`config.mk`:
```
export PLATFORM = sky130hd
export DESIGN_NAME = axi_pkt_decoder_p_flat
export DESIGN_NICKNAME = d
export VERILOG_FILES = /design/src/rtl/axi_pkt_decoder_p_if.sv /design/src/rtl/axi_pkt_decoder_p.sv /design/src/flat_wrapper.sv
export SDC_FILE = /design/constraint.sdc
export NUM_CORES = 1
export LEC_CHECK = 0
export CAP_MARGIN = 20
export CORE_MARGIN = 4
export CORE_UTILIZATION = 41
export CTS_BUF_LIST = sky130_fd_sc_hd__clkbuf_16
export CTS_CLUSTER_SIZE = 24
export DETAILED_ROUTE_END_ITERATION = 8
export PLACE_DENSITY_LB_ADDON = 0.1
export REMOVE_ABC_BUFFERS = 1
export SETUP_SLACK_MARGIN = 0.3
export SLEW_MARGIN = 10
export SYNTH_ARGS = -nofsm -noshare
export SYNTH_HDL_FRONTEND = slang
export SYNTH_SLANG_ARGS = --single-unit
```
`constraint.sdc`:
```
create_clock -name clk -period 2.34 [get_ports clk]
set_input_delay 0.351 -clock clk [delete_from_list [all_inputs] [get_ports clk]]
set_output_delay 0.351 -clock clk [all_outputs]
set_load 0.03 [all_outputs]
```
`src/rtl/axi_pkt_decoder_p_if.sv`:
```
// AXI4 write-address, write-data and read-address channels of the packet decoder.
// The master side is the decoder; the slave side is the downstream AXI4 master BFM.
interface axi_pkt_decoder_p_if #(
    parameter int ADDR_W = 32,
    parameter int ID_W   = 4,
    parameter int LEN_W  = 8,
    parameter int DATA_W = 64,
    parameter int STRB_W = DATA_W / 8
);
    logic              awvalid;
    logic              awready;
    logic [ID_W-1:0]   awid;
    logic [ADDR_W-1:0] awaddr;
    logic [LEN_W-1:0]  awlen;
    logic [2:0]        awsize;
    logic [1:0]        awburst;
    logic              awlock;
    logic [3:0]        awcache;
    logic [2:0]        awprot;

    logic              wvalid;
    logic              wready;
    logic [DATA_W-1:0] wdata;
    logic [STRB_W-1:0] wstrb;
    logic              wlast;

    logic              arvalid;
    logic              arready;
    logic [ID_W-1:0]   arid;
    logic [ADDR_W-1:0] araddr;
    logic [LEN_W-1:0]  arlen;
    logic [2:0]        arsize;
    logic [1:0]        arburst;
    logic              arlock;
    logic [3:0]        arcache;
    logic [2:0]        arprot;

    modport master (
        output awvalid, awid, awaddr, awlen, awsize, awburst, awlock, awcache, awprot,
        input  awready,
        output wvalid, wdata, wstrb, wlast,
        input  wready,
        output arvalid, arid, araddr, arlen, arsize, arburst, arlock, arcache, arprot,
        input  arready
    );

    modport slave (
        input  awvalid, awid, awaddr, awlen, awsize, awburst, awlock, awcache, awprot,
        output awready,
        input  wvalid, wdata, wstrb, wlast,
        output wready,
        input  arvalid, arid, araddr, arlen, arsize, arburst, arlock, arcache, arprot,
        output arready
    );
endinterface

```
`src/rtl/axi_pkt_decoder_p.sv`:
```
// Packet decoder: pops framed command packets from an FWFT FIFO and issues
// AXI4 AW/W (write packets) or AR (read packets) transactions, one at a time.
//
// state | meaning
// ------+---------------------------------------------------------------
// HDR   | idle; pop and classify the head word (bad headers are dropped)
// AW    | write address presented, waiting for awready
// WD    | write data streamed straight from the FIFO head, len+1 beats
// AR    | read address presented, waiting for arready
module axi_pkt_decoder_p #(
    parameter int         FIFO_W   = 128,
    parameter int         DATA_W   = 64,
    parameter int         STRB_W   = DATA_W / 8,
    parameter int         ADDR_W   = 32,
    parameter int         ID_W     = 4,
    parameter int         LEN_W    = 8,
    parameter logic [7:0] SOP_BYTE = 8'hAA,
    parameter logic [7:0] TYPE_WR  = 8'h01,
    parameter logic [7:0] TYPE_RD  = 8'h02
) (
    input  logic                   clk,
    input  logic                   rst_n,
    input  logic                   fifo_empty,
    input  logic [FIFO_W-1:0]      fifo_rdata,
    output logic                   fifo_rd_en,
    axi_pkt_decoder_p_if.master    axi,
    output logic                   busy,
    output logic [7:0]             err_cnt,
    output logic [15:0]            wr_pkt_cnt,
    output logic [15:0]            rd_pkt_cnt
);
    typedef enum logic [1:0] {S_HDR, S_AW, S_WD, S_AR} state_t;

    // Header field positions, packed from bit 0 upward
    localparam int ID_LSB    = ADDR_W;
    localparam int LEN_LSB   = ID_LSB + ID_W;
    localparam int SIZE_LSB  = LEN_LSB + LEN_W;
    localparam int BURST_LSB = SIZE_LSB + 3;
    localparam int LOCK_LSB  = BURST_LSB + 2;
    localparam int CACHE_LSB = LOCK_LSB + 1;
    localparam int PROT_LSB  = CACHE_LSB + 4;

    localparam logic [LEN_W:0] BEAT_ONE = 1;

    state_t            state;
    logic [LEN_W:0]    beat_cnt;

    logic              aw_valid_q;
    logic [ID_W-1:0]   aw_id_q;
    logic [ADDR_W-1:0] aw_addr_q;
    logic [LEN_W-1:0]  aw_len_q;
    logic [2:0]        aw_size_q;
    logic [1:0]        aw_burst_q;
    logic              aw_lock_q;
    logic [3:0]        aw_cache_q;
    logic [2:0]        aw_prot_q;

    logic              ar_valid_q;
    logic [ID_W-1:0]   ar_id_q;
    logic [ADDR_W-1:0] ar_addr_q;
    logic [LEN_W-1:0]  ar_len_q;
    logic [2:0]        ar_size_q;
    logic [1:0]        ar_burst_q;
    logic              ar_lock_q;
    logic [3:0]        ar_cache_q;
    logic [2:0]        ar_prot_q;

    logic              hdr_sop;
    logic [7:0]        hdr_type;
    logic              wd_valid;
    logic              wd_hs;
    logic              wd_last;
    logic              unused_fifo_bits;

    assign hdr_sop  = (fifo_rdata[FIFO_W-1 -: 8] == SOP_BYTE);
    assign hdr_type = fifo_rdata[FIFO_W-9 -: 8];

    // Data beats pass straight through; FWFT keeps the head word stable until
    // popped, so wvalid cannot drop without a handshake.
    assign wd_valid = (state == S_WD) && !fifo_empty;
    assign wd_hs    = wd_valid && axi.wready;
    assign wd_last  = (state == S_WD) && (beat_cnt == {1'b0, aw_len_q});

    // Gated by rst_n so nothing is popped while reset is held.
    assign fifo_rd_en = rst_n && (((state == S_HDR) && !fifo_empty) || wd_hs);
    assign busy       = (state != S_HDR);

    // Only the low data/strobe bits and the header fields are meaningful.
    assign unused_fifo_bits = ^fifo_rdata;

    assign axi.awvalid = aw_valid_q;
    assign axi.awid    = aw_id_q;
    assign axi.awaddr  = aw_addr_q;
    assign axi.awlen   = aw_len_q;
    assign axi.awsize  = aw_size_q;
    assign axi.awburst = aw_burst_q;
    assign axi.awlock  = aw_lock_q;
    assign axi.awcache = aw_cache_q;
    assign axi.awprot  = aw_prot_q;

    assign axi.wvalid  = wd_valid;
    assign axi.wdata   = (state == S_WD) ? fifo_rdata[DATA_W-1:0] : '0;
    assign axi.wstrb   = (state == S_WD) ? fifo_rdata[DATA_W +: STRB_W] : '0;
    assign axi.wlast   = wd_last;

    assign axi.arvalid = ar_valid_q;
    assign axi.arid    = ar_id_q;
    assign axi.araddr  = ar_addr_q;
    assign axi.arlen   = ar_len_q;
    assign axi.arsize  = ar_size_q;
    assign axi.arburst = ar_burst_q;
    assign axi.arlock  = ar_lock_q;
    assign axi.arcache = ar_cache_q;
    assign axi.arprot  = ar_prot_q;

    // Packet sequencing, registered channel fields and counters
    always_ff @(posedge clk or negedge rst_n) begin
        if (!rst_n) begin
            state      <= S_HDR;
            beat_cnt   <= '0;
            aw_valid_q <= 1'b0;
            aw_id_q    <= '0;
            aw_addr_q  <= '0;
            aw_len_q   <= '0;
            aw_size_q  <= '0;
            aw_burst_q <= '0;
            aw_lock_q  <= 1'b0;
            aw_cache_q <= '0;
            aw_prot_q  <= '0;
            ar_valid_q <= 1'b0;
            ar_id_q    <= '0;
            ar_addr_q  <= '0;
            ar_len_q   <= '0;
            ar_size_q  <= '0;
            ar_burst_q <= '0;
            ar_lock_q  <= 1'b0;
            ar_cache_q <= '0;
            ar_prot_q  <= '0;
            err_cnt    <= '0;
            wr_pkt_cnt <= '0;
            rd_pkt_cnt <= '0;
        end else begin
            case (state)
                S_HDR: begin
                    if (!fifo_empty) begin
                        if (hdr_sop && (hdr_type == TYPE_WR)) begin
                            aw_addr_q  <= fifo_rdata[ADDR_W-1:0];
                            aw_id_q    <= fifo_rdata[ID_LSB +: ID_W];
                            aw_len_q   <= fifo_rdata[LEN_LSB +: LEN_W];
                            aw_size_q  <= fifo_rdata[SIZE_LSB +: 3];
                            aw_burst_q <= fifo_rdata[BURST_LSB +: 2];
                            aw_lock_q  <= fifo_rdata[LOCK_LSB];
                            aw_cache_q <= fifo_rdata[CACHE_LSB +: 4];
                            aw_prot_q  <= fifo_rdata[PROT_LSB +: 3];
                            aw_valid_q <= 1'b1;
                            state      <= S_AW;
                        end else if (hdr_sop && (hdr_type == TYPE_RD)) begin
                            ar_addr_q  <= fifo_rdata[ADDR_W-1:0];
                            ar_id_q    <= fifo_rdata[ID_LSB +: ID_W];
                            ar_len_q   <= fifo_rdata[LEN_LSB +: LEN_W];
                            ar_size_q  <= fifo_rdata[SIZE_LSB +: 3];
                            ar_burst_q <= fifo_rdata[BURST_LSB +: 2];
                            ar_lock_q  <= fifo_rdata[LOCK_LSB];
                            ar_cache_q <= fifo_rdata[CACHE_LSB +: 4];
                            ar_prot_q  <= fifo_rdata[PROT_LSB +: 3];
                            ar_valid_q <= 1'b1;
                            state      <= S_AR;
                        end else if (err_cnt != 8'hFF) begin
                            err_cnt <= err_cnt + 8'd1;
                        end
                    end
                end
                S_AW: begin
                    if (axi.awready) begin
                        aw_valid_q <= 1'b0;
                        beat_cnt   <= '0;
                        state      <= S_WD;
                    end
                end
                S_WD: begin
                    if (wd_hs) begin
                        beat_cnt <= beat_cnt + BEAT_ONE;
                        if (wd_last) begin
                            wr_pkt_cnt <= wr_pkt_cnt + 16'd1;
                            state      <= S_HDR;
                        end
                    end
                end
                S_AR: begin
                    if (axi.arready) begin
                        ar_valid_q <= 1'b0;
                        rd_pkt_cnt <= rd_pkt_cnt + 16'd1;
                        state      <= S_HDR;
                    end
                end
                default: state <= S_HDR;
            endcase
        end
    end
endmodule

```
`src/flat_wrapper.sv`:
```
// flat-port wrapper written by rule: the top's interface ports become plain ports
module axi_pkt_decoder_p_flat 
#(
    parameter int         FIFO_W   = 128,
    parameter int         DATA_W   = 64,
    parameter int         STRB_W   = DATA_W / 8,
    parameter int         ADDR_W   = 32,
    parameter int         ID_W     = 4,
    parameter int         LEN_W    = 8,
    parameter logic [7:0] SOP_BYTE = 8'hAA,
    parameter logic [7:0] TYPE_WR  = 8'h01,
    parameter logic [7:0] TYPE_RD  = 8'h02
)
  (clk, rst_n, fifo_empty, fifo_rdata, fifo_rd_en, busy, err_cnt, wr_pkt_cnt, rd_pkt_cnt, axi_awvalid, axi_awid, axi_awaddr, axi_awlen, axi_awsize, axi_awburst, axi_awlock, axi_awcache, axi_awprot, axi_awready, axi_wvalid, axi_wdata, axi_wstrb, axi_wlast, axi_wready, axi_arvalid, axi_arid, axi_araddr, axi_arlen, axi_arsize, axi_arburst, axi_arlock, axi_arcache, axi_arprot, axi_arready);
  axi_pkt_decoder_p_if #(.ADDR_W(ADDR_W), .ID_W(ID_W), .LEN_W(LEN_W), .DATA_W(DATA_W), .STRB_W(STRB_W)) axi_i ();
  input  logic clk;
  input  logic rst_n;
  input  logic fifo_empty;
  input  logic [FIFO_W-1:0] fifo_rdata;
  output logic fifo_rd_en;
  output logic busy;
  output logic [7:0] err_cnt;
  output logic [15:0] wr_pkt_cnt;
  output logic [15:0] rd_pkt_cnt;
  output wire logic [$bits(axi_i.awvalid)-1:0] axi_awvalid;
  output wire logic [$bits(axi_i.awid)-1:0] axi_awid;
  output wire logic [$bits(axi_i.awaddr)-1:0] axi_awaddr;
  output wire logic [$bits(axi_i.awlen)-1:0] axi_awlen;
  output wire logic [$bits(axi_i.awsize)-1:0] axi_awsize;
  output wire logic [$bits(axi_i.awburst)-1:0] axi_awburst;
  output wire logic [$bits(axi_i.awlock)-1:0] axi_awlock;
  output wire logic [$bits(axi_i.awcache)-1:0] axi_awcache;
  output wire logic [$bits(axi_i.awprot)-1:0] axi_awprot;
  input wire logic [$bits(axi_i.awready)-1:0] axi_awready;
  output wire logic [$bits(axi_i.wvalid)-1:0] axi_wvalid;
  output wire logic [$bits(axi_i.wdata)-1:0] axi_wdata;
  output wire logic [$bits(axi_i.wstrb)-1:0] axi_wstrb;
  output wire logic [$bits(axi_i.wlast)-1:0] axi_wlast;
  input wire logic [$bits(axi_i.wready)-1:0] axi_wready;
  output wire logic [$bits(axi_i.arvalid)-1:0] axi_arvalid;
  output wire logic [$bits(axi_i.arid)-1:0] axi_arid;
  output wire logic [$bits(axi_i.araddr)-1:0] axi_araddr;
  output wire logic [$bits(axi_i.arlen)-1:0] axi_arlen;
  output wire logic [$bits(axi_i.arsize)-1:0] axi_arsize;
  output wire logic [$bits(axi_i.arburst)-1:0] axi_arburst;
  output wire logic [$bits(axi_i.arlock)-1:0] axi_arlock;
  output wire logic [$bits(axi_i.arcache)-1:0] axi_arcache;
  output wire logic [$bits(axi_i.arprot)-1:0] axi_arprot;
  input wire logic [$bits(axi_i.arready)-1:0] axi_arready;
  assign axi_awvalid = axi_i.awvalid;
  assign axi_awid = axi_i.awid;
  assign axi_awaddr = axi_i.awaddr;
  assign axi_awlen = axi_i.awlen;
  assign axi_awsize = axi_i.awsize;
  assign axi_awburst = axi_i.awburst;
  assign axi_awlock = axi_i.awlock;
  assign axi_awcache = axi_i.awcache;
  assign axi_awprot = axi_i.awprot;
  assign axi_i.awready = axi_awready;
  assign axi_wvalid = axi_i.wvalid;
  assign axi_wdata = axi_i.wdata;
  assign axi_wstrb = axi_i.wstrb;
  assign axi_wlast = axi_i.wlast;
  assign axi_i.wready = axi_wready;
  assign axi_arvalid = axi_i.arvalid;
  assign axi_arid = axi_i.arid;
  assign axi_araddr = axi_i.araddr;
  assign axi_arlen = axi_i.arlen;
  assign axi_arsize = axi_i.arsize;
  assign axi_arburst = axi_i.arburst;
  assign axi_arlock = axi_i.arlock;
  assign axi_arcache = axi_i.arcache;
  assign axi_arprot = axi_i.arprot;
  assign axi_i.arready = axi_arready;
  axi_pkt_decoder_p #(.FIFO_W(FIFO_W), .DATA_W(DATA_W), .STRB_W(STRB_W), .ADDR_W(ADDR_W), .ID_W(ID_W), .LEN_W(LEN_W), .SOP_BYTE(SOP_BYTE), .TYPE_WR(TYPE_WR), .TYPE_RD(TYPE_RD)) u_core (.clk(clk), .rst_n(rst_n), .fifo_empty(fifo_empty), .fifo_rdata(fifo_rdata), .fifo_rd_en(fifo_rd_en), .axi(axi_i), .busy(busy), .err_cnt(err_cnt), .wr_pkt_cnt(wr_pkt_cnt), .rd_pkt_cnt(rd_pkt_cnt));
endmodule
```
; ---- Word-level counts from Yosys, hierarchy flattened
; Index checks and enable logic that the tools add are counted.
[totals]
register_bits = 167
latchBits = 0
mem_bits_rw = 0
rom_bits = 0
in_bits = 134
out_inout_bits = 232
elab_cells = 92
mem_count = 0
[classes]
addsub = 4
mul = 0
n_div = 0
magnitude_cmp = 0
n_eq_ne = 17
shifts = 0
mux = 22
n_bitwise = 3
n_reduce_logical = 23
[ops]
columns = cell, count
row1 = 64-bit two-way mux, 1
row2 = "16-bit by 1-bit adder with 16-bit output, second input constant", 2
row3 = 9-bit two-way mux, 2
row4 = 9-bit one-hot mux with 2 select lines, 1
row5 = 2-bit two-way mux, 7
row6 = "2-bit inequality test, second input constant", 7
row7 = 5-bit AND reduction, 2
row8 = "9-bit by 1-bit adder with 9-bit output, second input constant", 1
row9 = 9-bit by 8-bit equality test with 1-bit output, 1
row10 = 3-bit AND reduction, 3
row11 = "8-bit by 1-bit adder with 8-bit output, second input constant", 1
row12 = "8-bit by 1-bit equality test with 1-bit output, second input constant", 1
row13 = "8-bit by 2-bit equality test with 1-bit output, second input constant", 1
row14 = "8-bit equality test, second input constant", 1
row15 = 8-bit two-way mux, 1
row16 = "8-bit inequality test, second input constant", 1
row17 = 2-bit one-hot mux with 4 select lines, 1
row18 = 4-bit AND reduction, 2
row19 = 2-bit nonzero test, 4
row20 = 1-bit logical AND, 7
row21 = 1-bit two-way mux, 7
row22 = 6-bit AND reduction, 1
row23 = "2-bit equality test, second input constant", 2
row24 = 1-bit one-hot mux with 2 select lines, 2
row25 = 8 further kinds, 10

; ---- Logic depth before layout (Yosys ltp)
[logic_depth]
depth_word = 6
mapped_depth = 8
ltp_nobuf = 6

; ---- Worst setup path before layout
; No wires, ideal clock.
[synth_path]
path_type = flip-flop to flip-flop
from = register u_core.state[1]
to = register u_core.aw_addr_q[2], in the netlist u_core.axi.awaddr[2]
setup_ps = 127
t_arrival_ps = 1989
required_ps = 2213
path_slack_ps = 223
path_stages_with_launch = 9
n_path_buf = 3
synth_period_minus_slack_ps = 2117
path_cell_list = dfrtp_1 buf_2 or2_1 nor2_2 nand2_1 nor3b_4 buf_6 buf_6 mux2_1
[synth_via]
elab_chain_len = 2
[synth_lines]
columns = element, line_no
row1 = start: declaration, axi_pkt_decoder_p.sv:45  ; state_t state;
row2 = start signal: assignment, axi_pkt_decoder_p.sv:119  ; state <= S_HDR;
row3 = start signal: assignment, axi_pkt_decoder_p.sv:156  ; state <= S_AW;
row4 = start signal: assignment, axi_pkt_decoder_p.sv:167  ; state <= S_AR;
row5 = 2-bit logical NOT, axi_pkt_decoder_p.sv:143  ; case (state)
row6 = 3-bit AND reduction (no line), --
row7 = end signal: assignment, axi_pkt_decoder_p.sv:147  ; aw_addr_q <= fifo_rdata[ADDR_W-1:0];
row8 = end: declaration, axi_pkt_decoder_p.sv:50  ; logic [ADDR_W-1:0] aw_addr_q;
; Every way passes these cells.
; A chain may end at the register's enable or synchronous reset.

; ---- Worst setup path after layout
[layout_path]
from = register u_core.beat_cnt[3]
to = output axi_wlast
[layout_via]
elab_chain_len = 2
[layout_lines]
columns = element, line_no
row1 = start: declaration, axi_pkt_decoder_p.sv:46  ; logic [LEN_W:0] beat_cnt;
row2 = start signal: assignment, axi_pkt_decoder_p.sv:182  ; beat_cnt <= beat_cnt + BEAT_ONE;
row3 = 9-bit by 8-bit equality test with 1-bit output, axi_pkt_decoder_p.sv:82  ; assign wd_last = (state == S_WD) && (beat_cnt == {1'b0, aw_len_q});
row4 = 1-bit logical AND, axi_pkt_decoder_p.sv:82
row5 = end: declaration, flat_wrapper.sv:38  ; output wire logic [$bits(axi_i.wlast)-1:0] axi_wlast;
; Every way passes these cells.

==> metrics.md <==
| Metric | Value |
|---|---|
| Detail Route Antenna Nets | `0` |
| Core Region | `17,480 um2` |
| CTS HTree Levels | `4` |
| Wirelength per Cell | `about 21 um` |
| Drc violations | `0` |
| Slew margin rel. | `65.67%` |
| Vias per cell | `between 5 and 6` |
| WP data required | `1.99 ns` |
| Worst Max-Slew Pin Slew | `0.5150 ns` |
| Final-stage net count | `1,097` |
| Count of final setup violators | `0` |
| Worst Path Max Fanout | `2` |
| Status | `finished clean` |
| Most frequent cells in the layout | `clkdlybuf4s50_1 (242), dfrtp_1 (166), mux2_4 (86), buf_4 (76), and2_1 (71)` |
| Total gr overflow | `0` |
| Initial antenna violation count | `0` |
| Worst r2r src | `u_core.state[0]$_DFFE_PN0P_` |
| Placed insts | `1,116` |
| Clock root buffer | `clkbuf_16` |
| Period utilization | `92.27%` |
| Layout cell share with drive strength beyond 1 | `32.00%` |
| Pwr Density | `496.5 nW/um2` |
| Post-layout util | `between 70% and 80%` |
| Hpwl dp | `around 16,000 um` |
| Largest net degree at the start of global routing | `72` |
| Synth top area share | `between 50% and 60%` |
| Area delta synth->final | `70.09%` |
| P_leak | `5.922 nW` |
| Die footprint | `20,190 um2` |
| Router iterations before antenna repair | `4` |
| VDD IR max | `0.6238 mV` |
| Initial DRC Count | `between 200 and 300` |
| Register area share after synthesis | `56.70%` |
| R2R cell count | `9` |
| Clock skew | `0.008280 ns` |
| Largest area contributor in the netlist | `dfrtp_1` |
| Fin Hold WS | `0.3559 ns` |
| MaxCap Viol Count | `0` |
| Critical path class | `flop to output port` |
| Synth area leaders | `dfrtp_1 (57%), mux2_2 (14%), and2_1 (6.1%)` |
| Hold Fails Final Rpt | `0` |
| Vias in the first global route | `roughly 6,000` |
| Seq. cell area | `~4200 um2` |
| Synthesized area per cell | `12.86 um2` |
| Commonest non-fill, non-tap cell in the layout | `clkdlybuf4s50_1` |
| GR Util All Layers | `between 20% and 30%` |
| Final WL | `around 25,000 um` |
| Fillers | `between 1,000 and 1,500` |
| Die height | `142.1 um` |
| Cts bufs inserted | `17` |
| Reg2reg end | `u_core.axi.awaddr[16]$_DFFE_PN0P_` |
| Main synth FF type | `dfrtp_1` |
| Crit start category | `flop` |
| Max Freq | `0.4631 GHz` |
| Max Slew Vio Count | `0` |
| Multi-input logic area | `3477 um2` |
| Cell Count, Final, Fillers Out | `1,197` |
| Crit path capture type | `output port` |
| Antenna cell count | `0` |
| Clock-pin slew on the worst setup and hold paths | `0.06 ns` |
| GPL Wtd Cong | `0.8386` |
| Syn. warnings | `0` |
| Num ports | `366` |
| Critical path arrival | `about 1.8 ns` |
| Die X | `142.1 um` |
| Synth async-reset ratio | `100.0%` |
| Worst-Skew Late Latency | `0.42 ns` |
| Synth unique cells | `between 40 and 50` |
| R2R setup slack | `about 0.20 ns` |
| Syn Std Cell Area | `7371 um2` |
| First-pass GRT wire length | `34,640 um` |
| Clk sinks | `around 170` |
| TNS Setup | `0 ns` |
| Vias | `6,079` |
| CTS tree | `yes` |
| I/O Buffers | `325` |
| Post-synthesis cell count | `between 500 and 600` |
| Clock tree buffer depth | `2` |
| Worst min path class | `input pin to asynchronous set/reset pin` |
| Post-synthesis register bit count | `approximately 170` |
| EDFF count, synth | `0` |
| RSZ-0062 raised after global routing | `yes` |
| Initial core utilization | `42.17%` |
| Crit path time final | `2.159 ns` |
| Core Rows | `48` |
==> kinds of logic (layout without fill, tap and decap cells) <==
kind of cell	after synthesis	after routing	share of synthesized area, %
multiplexers	116	116	17.72
AND/OR/NAND/NOR	188	188	14.92
adder cells (fa/ha/maj)	4	4	0.6790
flip-flops	167	167	56.70
buffers and inverters	29	428	2.309
XOR/XNOR	50	50	5.941
AO/OA/AOI/OAI	19	19	1.732
==> registers in the layout, summed over array words and instances, names as in the netlist, 4 cells and up <==
signal	flops
u_core.axi.araddr	32
u_core.axi.awaddr	32
u_core.rd_pkt_cnt	16
u_core.wr_pkt_cnt	16
u_core.beat_cnt	9
u_core.axi.arlen	8
u_core.axi.awlen	8
u_core.err_cnt	8
u_core.axi.arcache	4
u_core.axi.arid	4
u_core.axi.awcache	4
u_core.axi.awid	4
==> synthesized netlist by cell type, types with 2 or more instances <==
| cell type | instances |
|---|---|
| xnor2_1 | 23 |
| and3_1 | 10 |
| nor2_1 | 18 |
| ha_1 | 4 |
| o21ai_0 | 6 |
| nor3_1 | 7 |
| nor4_1 | 7 |
| nand4_1 | 16 |
| buf_4 | 4 |
| nor2b_1 | 2 |
| inv_1 | 2 |
| buf_2 | 7 |
| o21a_1 | 2 |
| clkbuf_1 | 11 |
| dfrtp_1 | 167 |
| nor3b_4 | 2 |
| xor2_1 | 27 |
| nand3_1 | 15 |
| mux2_2 | 92 |
| a21oi_1 | 3 |
| and2_1 | 72 |
| nand2_1 | 24 |
| buf_6 | 5 |
| or3_1 | 3 |
| mux2_1 | 24 |
| and4_1 | 3 |
==> repair_timing <==
action,in CTS,in global routing
endpoints found under the hold margin,20,0
pin swaps,12,10
gates cloned,5,15
hold buffers,1,0
setup buffers,15,13
setup endpoints to repair,141,192
gates resized for setup,101,167
==> routing by layer <==
| layer | part of all wire [%] | global-route usage [%] | up-vias | routed length, um |
|---|---|---|---|---|
| li1 | - | - | 2762 | - |
| met1 | 42 | 26.97 | 3042 | 10650 |
| met2 | 49 | 37.54 | 246 | 12610 |
| met3 | 6.9 | 6.418 | 29 | 1756 |
| met4 | 1.9 | 6.869 | 0 | 483 |
| met5 | 0 | 0 | - | 0 |
==> critical path, cell delays in order (launching register included) <==
cell,delay [ns]
dfrtp_1,0.40
xor2_1,0.17
nor4_2,0.32
nand3_1,0.14
buf_6,0.14
nor2_4,0.08
buf_6,0.13
==> power by group <==
part / switching (W) / leakage [nW] / total (W) / internal [W]
Clock: 0.00119 / 0.255 / 0.00255 / 0.00136
Combinational: 0.000324 / 3.35 / 0.000646 / 0.000321
Sequential: 0.0000828 / 2.32 / 0.00303 / 0.00294
Total: 0.00160 / 5.92 / 0.00622 / 0.00463
==> worst max-delay path by stage <==
stage | from | end | cells past startpoint
2_1_floorplan | u_core.state[1]$_DFFE_PN0P_ | u_core.axi.araddr[0]$_DFFE_PN0P_ | 5
3_3_place_gp | fifo_rdata[117] | u_core.axi.awaddr[23]$_DFFE_PN0P_ | 7
3_5_place_dp | fifo_rdata[117] | u_core.axi.awaddr[26]$_DFFE_PN0P_ | 7
4_1_cts | u_core.axi.awlen[3]$_DFFE_PN0P_ | axi_wlast | 6
5_1_grt | u_core.beat_cnt[3]$_DFFE_PN0P_ | axi_wlast | 6
6_report | u_core.beat_cnt[3]$_DFFE_PN0P_ | axi_wlast | 6
==> area by class of cell <==
class	count	share of cell area, %
clock buffers	17	3.393
repair buffers	394	32.41
inverters	2	0.05988
clock inverters	15	0.8184
well taps	225	2.246
multi-input cells	377	27.73
flip-flops and latches	167	33.34
==> metrics by stage <==
| stage | total power, W | area [um2] | setup slack, ns |
|---|---|---|---|
| floorplan | 0.003291 | 7208 | -1.555 |
| global placement | 0.003696 | 10840 | -0.2015 |
| detailed placement | 0.003710 | 10840 | -0.2321 |
| CTS | 0.006262 | 11770 | 0.1597 |
| global route | 0.006459 | 12540 | 0.08268 |
| finish | 0.006224 | 12540 | 0.1808 |
(Power assumes the default switching activity.)
